$ cat src/rtl/ring_seq_ctrl.sv
// One-hot ring sequencer: walks a slot pointer under a valid/ready handshake,
// with programmable pass count, pause/resume and abort.
module ring_seq_ctrl #(
  parameter int N       = 13,
  parameter int LOOPS_W = 4
) (
  input  logic               CLK,
  input  logic               RST_N,
  input  logic               START,
  input  logic               STOP,
  input  logic [LOOPS_W-1:0] LOOPS,
  input  logic               READY,
  output logic [N-1:0]       Q,
  output logic               VALID,
  output logic               LAST,
  output logic               BUSY,
  output logic               DONE,
  output logic [LOOPS_W-1:0] PASS
);

  typedef enum logic [1:0] {
    S_IDLE,
    S_RUN,
    S_PAUSE
  } state_e;

  state_e             state_q, state_d;
  logic [N-1:0]       q_q, q_d;
  logic               valid_q, valid_d;
  logic               busy_q, busy_d;
  logic               done_q, done_d;
  logic [LOOPS_W-1:0] pass_q, pass_d;
  logic [LOOPS_W-1:0] loops_q, loops_d;

  logic               xfer;
  logic               end_of_pass;
  logic               final_xfer;
  logic [LOOPS_W-1:0] pass_inc;

  assign xfer        = valid_q & READY;
  assign end_of_pass = xfer & q_q[N-1];
  assign pass_inc    = pass_q + LOOPS_W'(1);
  // A programmed count of 0 means rotate forever, so it can never finish.
  assign final_xfer  = end_of_pass & (loops_q != '0) & (pass_inc == loops_q);

  always_comb begin
    // NOTE: every signal gets a hold/default value first so no branch leaves
    // it unassigned; a missing default here would infer a latch.
    state_d = state_q;
    q_d     = q_q;
    valid_d = valid_q;
    pass_d  = pass_q;
    loops_d = loops_q;
    done_d  = 1'b0;

    unique case (state_q)
      S_IDLE: begin
        if (START && !STOP) begin
          loops_d = LOOPS;
          pass_d  = '0;
          q_d     = N'(1);
          valid_d = 1'b1;
          state_d = S_RUN;
        end
      end
      S_RUN: begin
        if (xfer) begin
          q_d = {q_q[N-2:0], q_q[N-1]};
          if (end_of_pass) pass_d = pass_inc;
        end
        // Finishing beats pausing when both land on the same edge.
        if (final_xfer) begin
          q_d     = '0;
          valid_d = 1'b0;
          done_d  = 1'b1;
          state_d = S_IDLE;
        end else if (STOP) begin
          valid_d = 1'b0;
          state_d = S_PAUSE;
        end
      end
      S_PAUSE: begin
        if (STOP) begin
          q_d     = '0;
          state_d = S_IDLE;
        end else if (START) begin
          valid_d = 1'b1;
          state_d = S_RUN;
        end
      end
      default: begin
        q_d     = '0;
        valid_d = 1'b0;
        state_d = S_IDLE;
      end
    endcase

    busy_d = (state_d != S_IDLE);
  end

  // NOTE: sequential state uses non-blocking assignments so every flop
  // samples the pre-edge values regardless of statement order.
  always_ff @(posedge CLK or negedge RST_N) begin
    if (!RST_N) begin
      state_q <= S_IDLE;
      q_q     <= '0;
      valid_q <= 1'b0;
      busy_q  <= 1'b0;
      done_q  <= 1'b0;
      pass_q  <= '0;
      loops_q <= '0;
    end else begin
      state_q <= state_d;
      q_q     <= q_d;
      valid_q <= valid_d;
      busy_q  <= busy_d;
      done_q  <= done_d;
      pass_q  <= pass_d;
      loops_q <= loops_d;
    end
  end

  assign Q     = q_q;
  assign VALID = valid_q;
  assign BUSY  = busy_q;
  assign DONE  = done_q;
  assign PASS  = pass_q;
  assign LAST  = valid_q & q_q[N-1];

endmodule

$ cat config.mk
export PLATFORM = sky130hd
export DESIGN_NAME = ring_seq_ctrl
export DESIGN_NICKNAME = d
export VERILOG_FILES = /design/src/rtl/ring_seq_ctrl.sv
export SDC_FILE = /design/constraint.sdc
export NUM_CORES = 1
export LEC_CHECK = 0
export BUFFER_PORTS_ARGS = -buffer_cell sky130_fd_sc_hd__clkbuf_2
export CAP_MARGIN = 25
export CORE_ASPECT_RATIO = 0.7
export CORE_UTILIZATION = 50
export DETAILED_ROUTE_END_ITERATION = 7
export GPL_ROUTABILITY_DRIVEN = 0
export HOLD_SLACK_MARGIN = 0.05
export PLACE_DENSITY = 0.8
export SYNTH_ARGS = -nofsm -noshare
export SYNTH_HDL_FRONTEND = slang
export SYNTH_SLANG_ARGS = --single-unit
$ cat constraint.sdc
create_clock -name CLK -period 3.8 [get_ports CLK]
set_input_delay 0.19 -clock CLK [delete_from_list [all_inputs] [get_ports CLK]]
set_output_delay 0.19 -clock CLK [all_outputs]
set_load 0.02 [all_outputs]
Yosys cells after proc, flatten, opt, wreduce, memory -nomap -nowiden:

Index checks and enable logic that the tools add are counted.

* bits in read-only memories: 0
* input port bits: 9
* word-level logic and storage cells: 57
* RAM bits: 0
* flip-flop bits (word level): 26
* bits in latches: 0
* memories: 0

* shifts and indexed selects: 0
* bitwise gates (word level): 5
* $add $sub $neg: 1
* $mul: 0
* multiplexer cells: 23
* $lt $le $gt $ge: 0
* divide/modulo/power cells: 0
* eq/ne operators: 11
* reduce and logical (&&, ||, !) cells: 10

Operators by type and width (number)
* 13-bit 2-to-1 mux: 4
* 13-bit one-hot mux with 3 select lines: 1
* 4-bit 2-to-1 mux: 3
* 2-bit inequality test (second input constant): 6
* 2-bit 2-to-1 mux: 5
* 4-bit one-hot mux with 2 select lines: 1
* 4-bit AND reduction: 2
* 1-bit 2-to-1 mux: 7
* 3-bit inequality test (second input constant): 2
* 2-bit one-hot mux with 3 select lines: 1
* 1-bit bitwise AND: 5
* 4-bit by 1-bit adder with 4-bit output (second input constant): 1
* 4-bit == test: 1
* 2-bit nonzero test: 2
* 4-bit nonzero test: 1
* 1-bit one-hot mux with 3 select lines: 1
* 3-bit AND reduction: 1
* 2-bit by 1-bit == test with 1-bit output (second input constant): 1
* 2-bit == test (second input constant): 1
* 2-bit zero test: 1
* 2-bit AND reduction: 1
* 1-bit logical AND: 1
* 1-bit zero test: 1

Longest topological paths before layout:

Gate-level depths: netlist (run 1).

* depth in word-level cells: 7
* depth in mapped cells: 6
* gate-level depth less buffers: 5

Least setup slack after synthesis (run 1):

Ideal clock, no wire load.

* kind: flip-flop to flip-flop
* start: register pass_q[0] (netlist: PASS[0])
* end: register q_q[10] (netlist: Q[10])
* cell stages (with the launch flop): 7
* setup time: 0.121 ns
* slack: 1.959 ns
* arrival: 1.720 ns
* path buffers: 1
* clock period less this slack: 1.841 ns
* cell sequence: dfrtp_1 ha_1 xor3_1 nor3_2 a311oi_2 buf_6 a22o_1

* word-level cells in the longest chain between the ends: 5
* elaborated cells on any way between the ends: 7

Ends and longest elaborated chain
* from (decl): line 32 `logic [LOOPS_W-1:0] pass_q, pass_d;`
* from (signal assigned): line 118 `pass_q <= pass_d;`
* 4-bit by 1-bit adder with 4-bit output (*): line 42 `assign pass_inc = pass_q + LOOPS_W'(1);`
* 4-bit == test (*): line 44 `assign final_xfer = end_of_pass & (loops_q != '0) & (pass_inc == loops_q);`
* 1-bit bitwise AND (*): line 44
* 3-bit inequality test (no source line) / 13-bit 2-to-1 mux (equally long branches)
* 3-bit AND reduction (no source line) / 13-bit one-hot mux with 3 select lines (equally long branches)
* to (signal assigned): line 114 `q_q <= q_d;`
* to (decl): line 28 `logic [N-1:0] q_q, q_d;`

Mark *: on every way between the ends. The rest lies on a longest branch, timed or not.
A chain may end at the register's enable or synchronous reset.

Final worst setup path (run 1):

* start: register pass_q[0] (netlist: PASS[0])
* end: register q_q[3] (netlist: Q[3])

Same word-level chain as after synthesis.

==> results_dict.tcl, run 1 <==
set metrics [dict create \
    dr.pass1.iters 4 \
    cts-htree-levels 1 \
    critical_path_class "flip-flop to flip-flop" \
    crit_required_ns 4.06 \
    hold_viol 0 \
    drive_gt1_frac 0.3095 \
    cts_buffers 3 \
    rsz0062_at_grt "no" \
    core_area_sq_um 2225 \
    finalClockSkew_ns 0.01875 \
    core.rowCount 14 \
    p_leak_nw 0.6889 \
    vias_per_cell 5.728 \
    dr.first_iter.drc_count 39 \
    netlist_instances 97 \
    routed_wl_microns 2370 \
    dr_total_vias 905 \
    antenna_left 0 \
    finalCritPeriodShare 0.5522 \
    cts_sinks 26 \
    layout_commonest_cell "clkbuf_2" \
    end_kind "flip-flop" \
    wire_per_inst_microns 15.00 \
    worstMarginPinSlew_ns 0.9460 \
    setup_violations 0 \
    hpwlAfterDp_microns 1750 \
    fin_setup_tns_ns 0 \
    ios 30 \
    clockBufferDepth 2 \
    async_flop_share 1.000 \
    die_area_sq_um 2637 \
    status "finished, final reports clean" \
    synth_fa_ha_area_frac 0.01029 \
    grt_pass1_vias 863 \
    synth_mux_area_frac 0.04527 \
    crit_arrival_ns 2.36 \
    maxSlewHeadroom 0.3693 \
    ys_seq_area_frac 0.5350 \
    fillers 192 \
    synth_top_area_cell "dfrtp_1" \
    yosysWarnings 0 \
    netlist_area_sq_um 1216 \
    cts_root_buf "clkbuf_4" \
    synth_fp_nets 107 \
    synth-compound-area-share 0.1986 \
    cts_tree "yes" \
    grt_overflow 0 \
    route.detailed.drc 0 \
    area.growth.synth_to_final_pct 17.08 \
    synth_edf_count 0 \
    startpoint_type "flip-flop" \
    grt.total_usage 0.2221 \
    antenna-diode-count 0 \
    post_cts_buffers 0 \
    synth.top_cell.area_share 0.5350 \
    synth_ff_type "dfrtp_1" \
    start_util 0.5467 \
    fmax_mhz 476.5 \
    postPlaceCellArea_sq_um 1361 \
    portBuffers 29 \
    hold_path.class "input port to flip-flop" \
    die_width_microns 60.95 \
    path_clk_slew_ns 0.13 \
    p_per_area_nw_per_um2 479.8 \
    hold_slack_ns 0.07595 \
    grt_pass1_wl_microns 4188 \
    clock_latency_ns 0.34 \
    syn_area_per_cell_sq_um 12.54 \
    fin_area_sq_um 1424 \
    crit_path_max_fanout 12 \
    synth_top_family_by_area "compound AO/OA/AOI/OAI gates" \
    synth_xor_area_frac 0.04115 \
    min_period_ns 2.098 \
    synth-simple-area-share 0.1307 \
    finalMaxSlewViolations 0 \
    grt_start_max_net_pins 27 \
    final_nets 137 \
    antenna_found_initial 0 \
    ys_seq_elements 26 \
    power.total_uw 683.2 \
    synthTopCellsByArea "dfrtp_1 53%, a22o_1 8.6%, mux2_1 3.7%" \
    layout_common_cells "29 x clkbuf_2, 26 x dfrtp_1, 12 x a22o_1, 6 x nand2_1, 4 x mux2_1" \
    cap_violations 0 \
    dieHeight_microns 43.27 \
    synth_cell_type_count 37 \
    peakVddDrop_mv 0.3161 \
]
[area by class of cell]
class                           instances  area [sq um]  share of cell area
Clock inverter                          1         30.03             0.02109
Clock buffer                            3         22.52             0.01582
Inverter                                2         7.507            0.005272
Sequential cell                        26         650.6              0.4569
Timing Repair Buffer                   30         155.1              0.1090
Multi-Input combinational cell         64         518.0              0.3638
Tap cell                               32         40.04             0.02812
[cells by family after synthesis]
| logic type | Yosys count |
|---|---|
| XOR/XNOR | 4 |
| AO/OA/AOI/OAI | 29 |
| flip-flops | 26 |
| adder cells (fa/ha/maj) | 1 |
| buffers and inverters | 7 |
| AND/OR/NAND/NOR | 25 |
| multiplexers | 5 |
[stage by stage]
stage          std cells  setup WS [ns]    util
6_report             158          1.702  0.6400
5_1_grt              158          1.519  0.6400
4_1_cts              158          1.686  0.6400
3_5_place_dp         153          1.731  0.6119
3_3_place_gp         153          1.807  0.6119
2_1_floorplan         97          1.959       -
[cell usage after synthesis, drive strengths merged, types with 3 or more instances]
cell type,n
nand2b,3
o31ai,3
buf,5
nand3,3
a22o,12
nand2,6
o21ai,4
mux2,4
dfrtp,26
[per-layer routing]
layer / global-route usage / share of wire / wire, microns / vias up
met2: 0.3297 / 0.47 / 1117 / 30
met1: 0.3234 / 0.46 / 1102 / 446
met5: 0 / 0 / 0 / -
met4: 0.04091 / 0.0034 / 8 / 0
li1: - / - / - / 426
met3: 0.06707 / 0.060 / 142 / 3
[sequential cells by signal (all words and copies together), names as in the netlist]
| name | cells |
|---|---|
| BUSY | 1 |
| loops_q | 4 |
| Q | 13 |
| VALID | 1 |
| state_q | 2 |
| DONE | 1 |
| PASS | 4 |
[where the power goes]
part / switching (mW) / internal [mW] / total [mW]
sequential: 0.0398 / 0.307 / 0.346
clock: 0.0854 / 0.107 / 0.192
combinational: 0.0809 / 0.0636 / 0.144
[timing repair]
| item | in CTS | in global routing |
|---|---|---|
| gates resized for setup | 0 | 0 |
| hold buffers | 1 | 0 |
| endpoints found under the setup margin | 0 | 0 |
| endpoints found under the hold margin | 26 | 0 |
[worst paths after layout]
check	from	to	slack (ns)	cells past startpoint
max reg2reg	PASS[0]	Q[3]	1.70	5
min	LOOPS[0]	loops_q[0]	0.08	2
max	PASS[0]	Q[3]	1.70	5
min in group asynchronous	RST_N	DONE	0.37	2
max in group asynchronous	RST_N	Q[4]	2.99	2
min reg2reg	Q[6]	Q[7]	0.52	1
[worst max-delay path, cell delays in order, from the launching register on]
cell and delay, ns:
dfrtp_1 0.47, ha_1 0.27, xor3_1 0.31, nor3_2 0.05, a311oi_2 0.70, a22o_1 0.24
Note: power is estimated with default switching activity, not from simulation.
==> run 2: changes to the inputs <==
clock period = 2 ns   (was 3.8 ns; I/O delays follow)
==> results_dict.tcl, run 2 (synthesis gave the netlist of run 1 again) <==
set metrics [dict create \
    cts_tree "yes" \
    cts-htree-levels 1 \
    antenna_left 0 \
    clockBufferDepth 2 \
    hold_slack_ns 0.1104 \
    finalClockSkew_ns 0.01385 \
    maxSlewHeadroom 0.5770 \
    finalCritPeriodShare 0.9169 \
    area.growth.synth_to_final_pct 22.12 \
    cpMaxStageDelayCell "a311oi_4" \
    grt.total_usage 0.2054 \
    end_kind "flip-flop" \
    cts_root_buf "clkbuf_4" \
    cts_sinks 26 \
    final_nets 143 \
    hold_path.class "input port to flip-flop" \
    cap_violations 0 \
    drive_gt1_frac 0.3106 \
    rsz0062_at_grt "no" \
    portBuffers 29 \
    crit_required_ns 2.27 \
    power.total_mw 1.225 \
    largest_register_ff_count 13 \
    path_clk_slew_ns 0.14 \
    antenna_found_initial 0 \
    grt_pass1_wl_microns 3905 \
    p_leak_nw 0.7117 \
    setup_violations 0 \
    fin_setup_tns_ns 0 \
    ios 30 \
    core.rowCount 14 \
    grt_start_max_net_pins 27 \
    layout_common_cells "29 x clkbuf_2, 26 x dfrtp_1, 12 x a22o_1, 6 x nand2_1, 5 x dlygate4sd3_1" \
    dr.pass1.iters 4 \
    layout_commonest_cell "clkbuf_2" \
    hold_viol 0 \
    min_period_ns 1.834 \
    p_per_area_nw_per_um2 824.7 \
    cts_buffers 3 \
    finalMaxSlewViolations 0 \
    wire_per_inst_microns 14.15 \
    status "finished, final reports clean" \
    antenna-diode-count 0 \
    worstMarginPinSlew_ns 0.6346 \
    crit_path_max_fanout 12 \
    critical_path_class "flip-flop to flip-flop" \
    peakVddDrop_mv 0.5364 \
    hpwlAfterDp_microns 1717 \
    die_width_microns 60.95 \
    startpoint_type "flip-flop" \
    vias_per_cell 5.494 \
    grt_overflow 0 \
    clock_latency_ns 0.33 \
    grt_pass1_vias 853 \
    start_util 0.5467 \
    dr_total_vias 901 \
    dieHeight_microns 43.27 \
    dr.first_iter.drc_count 51 \
    path_cells "ha_1 > xor3_1 > nor3_2 > a311oi_4 > a22o_1" \
    fmax_mhz 545.3 \
    route.detailed.drc 0 \
    fin_area_sq_um 1485 \
    core_area_sq_um 2225 \
    die_area_sq_um 2637 \
    crit_arrival_ns 2.10 \
    postPlaceCellArea_sq_um 1376 \
    routed_wl_microns 2320 \
    post_cts_buffers 0 \
    max_stage_delay_ns 0.53 \
]
-- run 2: changes by cell type in the layout (fill, tap and decap cells not counted) --
cell	previous run	this run
a221oi_4	0	1
clkbuf_8	0	1
a221oi_2	1	0
a311oi_4	0	1
buf_4	0	2
bufinv_16	1	0
a311oi_2	1	0
dlygate4sd3_1	1	5
-- run 2: layout make-up --
| cell class | count | area [sq um] |
|---|---|---|
| clock buffer | 4 | 36.28 |
| fill | 172 | 739.5 |
| inverter | 2 | 7.507 |
| multi-input combinational | 64 | 540.5 |
| sequential | 26 | 650.6 |
| tap | 32 | 40.04 |
| timing repair buffer | 36 | 210.2 |
-- run 2: what timing repair did --
action,in CTS,in global routing
pin swaps,0,0
endpoints found under the hold margin,30,0
setup endpoints to repair,2,12
gates resized for setup,1,1
hold buffers,5,0
-- run 2: where the power goes --
part	switching [mW]	internal, mW
Clock	0.154	0.112
Sequential	0.0770	0.583
Combinational	0.166	0.133
-- run 2: metal layers --
layer / vias up / wire length, microns / GRT usage
li1: 434 / - / -
met1: 439 / 1085 / 0.2756
met2: 26 / 1095 / 0.3275
met3: 2 / 123 / 0.05488
met4: 0 / 16 / 0.05455
met5: - / 0 / 0
-- run 2: path summary, 6_finish.rpt --
kind	startpoint	cells past startpoint	to	slack (ns)
min in group asynchronous	RST_N	2	PASS[3]	0.29
worst min-delay path	START	3	BUSY	0.11
max in group asynchronous	RST_N	2	PASS[0]	1.30
worst min register to register	Q[6]	1	Q[7]	0.53
worst max register to register	PASS[0]	5	Q[3]	0.17
worst max-delay path	PASS[0]	5	Q[3]	0.17
-- run 2: through the flow --
stage	utilization	worst slack, ns	cells
2_1_floorplan	-	0.1592	97
3_3_place_gp	0.6187	0.06841	155
3_5_place_dp	0.6187	0.02858	155
4_1_cts	0.6625	0.05376	164
5_1_grt	0.6676	0.05175	164
6_report	0.6676	0.1661	164
-- run 2: worst max-delay path, delay by kind of cell, from the launching register on --
family	cells	cell delay, ns
compound gates	2	0.75
xor+xnor	1	0.31
fa+ha+maj	1	0.24
flops	1	0.41
simple gates	1	0.06
==> run 3: changes to the inputs <==
CAP_MARGIN = not set   (was 25)
PLACE_DENSITY = 0.84   (was 0.8)
clock period = 2.28 ns   (was 2 ns; I/O delays follow)
==> results_dict.tcl, run 3 (synthesis gave the netlist of run 1 again) <==
set metrics [dict create \
    grt_start_max_net_pins 27 \
    peakVddDrop_mv 0.4430 \
    cts-htree-levels 1 \
    reg2reg_from "PASS[0]" \
    die_area_sq_um 2637 \
    antenna-diode-count 0 \
    finalMaxSlewViolations 0 \
    layout_commonest_cell "clkbuf_2" \
    post_cts_buffers 0 \
    cts_tree "yes" \
    antenna_left 0 \
    cts_root_buf "clkbuf_4" \
    start_util 0.5467 \
    grt_overflow 0 \
    hold_path.class "input port to flip-flop" \
    dr.pass1.iters 4 \
    worstMarginPinSlew_ns 0.9376 \
    wl_met1_microns 1219 \
    core_area_sq_um 2225 \
    cts_buffers 3 \
    antenna_found_initial 0 \
    vias_per_cell 5.596 \
    dr.first_iter.drc_count 56 \
    die_width_microns 60.95 \
    clockBufferDepth 2 \
    startpoint_type "flip-flop" \
    hpwlAfterDp_microns 1714 \
    reg2regPathDepth 5 \
    drive_gt1_frac 0.2946 \
    p_per_area_nw_per_um2 708.7 \
    route.detailed.drc 0 \
    final_nets 141 \
    fmax_mhz 517.9 \
    crit_path_max_fanout 12 \
    clock_latency_ns 0.32 \
    path_clk_slew_ns 0.14 \
    setup_violations 0 \
    critical_path_class "flip-flop to flip-flop" \
    dr_wl_met2_microns 1091 \
    hold_depth 3 \
    hold_slack_ns 0.1084 \
    reg2reg_setup_slack_ns 0.35 \
    grt_pass1_wl_microns 4209 \
    grt.total_usage 0.2222 \
    rsz0062_at_grt "no" \
    area.growth.synth_to_final_pct 18.83 \
    p_leak_nw 0.6924 \
    utilization 0.6496 \
    hold_end "BUSY" \
    cts_sinks 26 \
    end_kind "flip-flop" \
    largest_register_ff_count 13 \
    place_ws_ns 0.2496 \
    finalCritPeriodShare 0.8469 \
    core.rowCount 14 \
    grt_pass1_vias 890 \
    crit_required_ns 2.53 \
    hold_viol 0 \
    cap_violations 0 \
    crit_arrival_ns 2.18 \
    r2r_end "Q[2]" \
    wire_per_inst_microns 15.09 \
    status "finished, final reports clean" \
    finalClockSkew_ns 0.01330 \
    min_from "START" \
    fillers 181 \
    routed_wl_microns 2429 \
    ios 30 \
    postPlaceCellArea_sq_um 1361 \
    wl_met3_microns 101 \
    maxSlewHeadroom 0.3749 \
    topRoutingLayerUsed "met4" \
    portBuffers 29 \
    fin_setup_tns_ns 0 \
    dieHeight_microns 43.27 \
    fin_ws_ns 0.3492 \
    min_period_ns 1.931 \
    fin_area_sq_um 1445 \
    layout_common_cells "29 x clkbuf_2, 26 x dfrtp_1, 12 x a22o_1, 6 x nand2_1, 5 x dlygate4sd3_1" \
    dr_total_vias 901 \
]
==> run 3: power by group <==
part	internal, mW	total (mW)	switching [mW]
clock	0.0619	0.191	0.129
combinational	0.112	0.257	0.145
sequential	0.511	0.576	0.0652
total	0.685	1.02	0.339
==> run 3: worst max path at each step <==
stage | to | cells past startpoint | start | slack, ns
after detailed placement | Q[4] | 5 | PASS[0] | 0.25
after global placement | Q[3] | 5 | PASS[0] | 0.30
final | Q[2] | 5 | PASS[0] | 0.35
after floorplan | Q[10] | 6 | PASS[0] | 0.44
after CTS | Q[3] | 5 | PASS[0] | 0.20
after global routing | Q[2] | 5 | PASS[0] | 0.21
==> run 3: timing repair <==
action	4_1_cts	5_1_grt
hold endpoints to repair	30	0
hold buffers	5	0
resized for setup	0	1
endpoints found under the setup margin	0	1
==> run 3: layout make-up <==
cell class / instances / area, sq um / share of cell area
clock buffers: 3 / 22.52 / 0.01558
well taps: 32 / 40.04 / 0.02771
repair buffers: 34 / 195.2 / 0.1351
multi-input cells: 64 / 529.3 / 0.3662
inverters: 2 / 7.507 / 0.005195
flip-flops and latches: 26 / 650.6 / 0.4502
==> run 3: metal layers <==
| layer | up-vias | GRT usage |
|---|---|---|
| met1 | 446 | 0.2972 |
| met3 | 4 | 0.07317 |
| met2 | 23 | 0.3538 |
| li1 | 428 | - |
| met5 | - | 0 |
| met4 | 0 | 0.04091 |
==> run 3: critical path, cell delays in order, from the launching register on <==
cell      delay (ns)
dfrtp_1         0.47
ha_1            0.27
xor3_1          0.31
nor3_2          0.06
a311oi_4        0.52
a22o_1          0.23
==> run 3: stage by stage <==
stage               std cells  power (mW)
floorplan                  97      0.7560
global placement          153      0.8147
detailed placement        153      0.8264
CTS                       161       1.022
global route              161       1.084
finish                    161       1.024
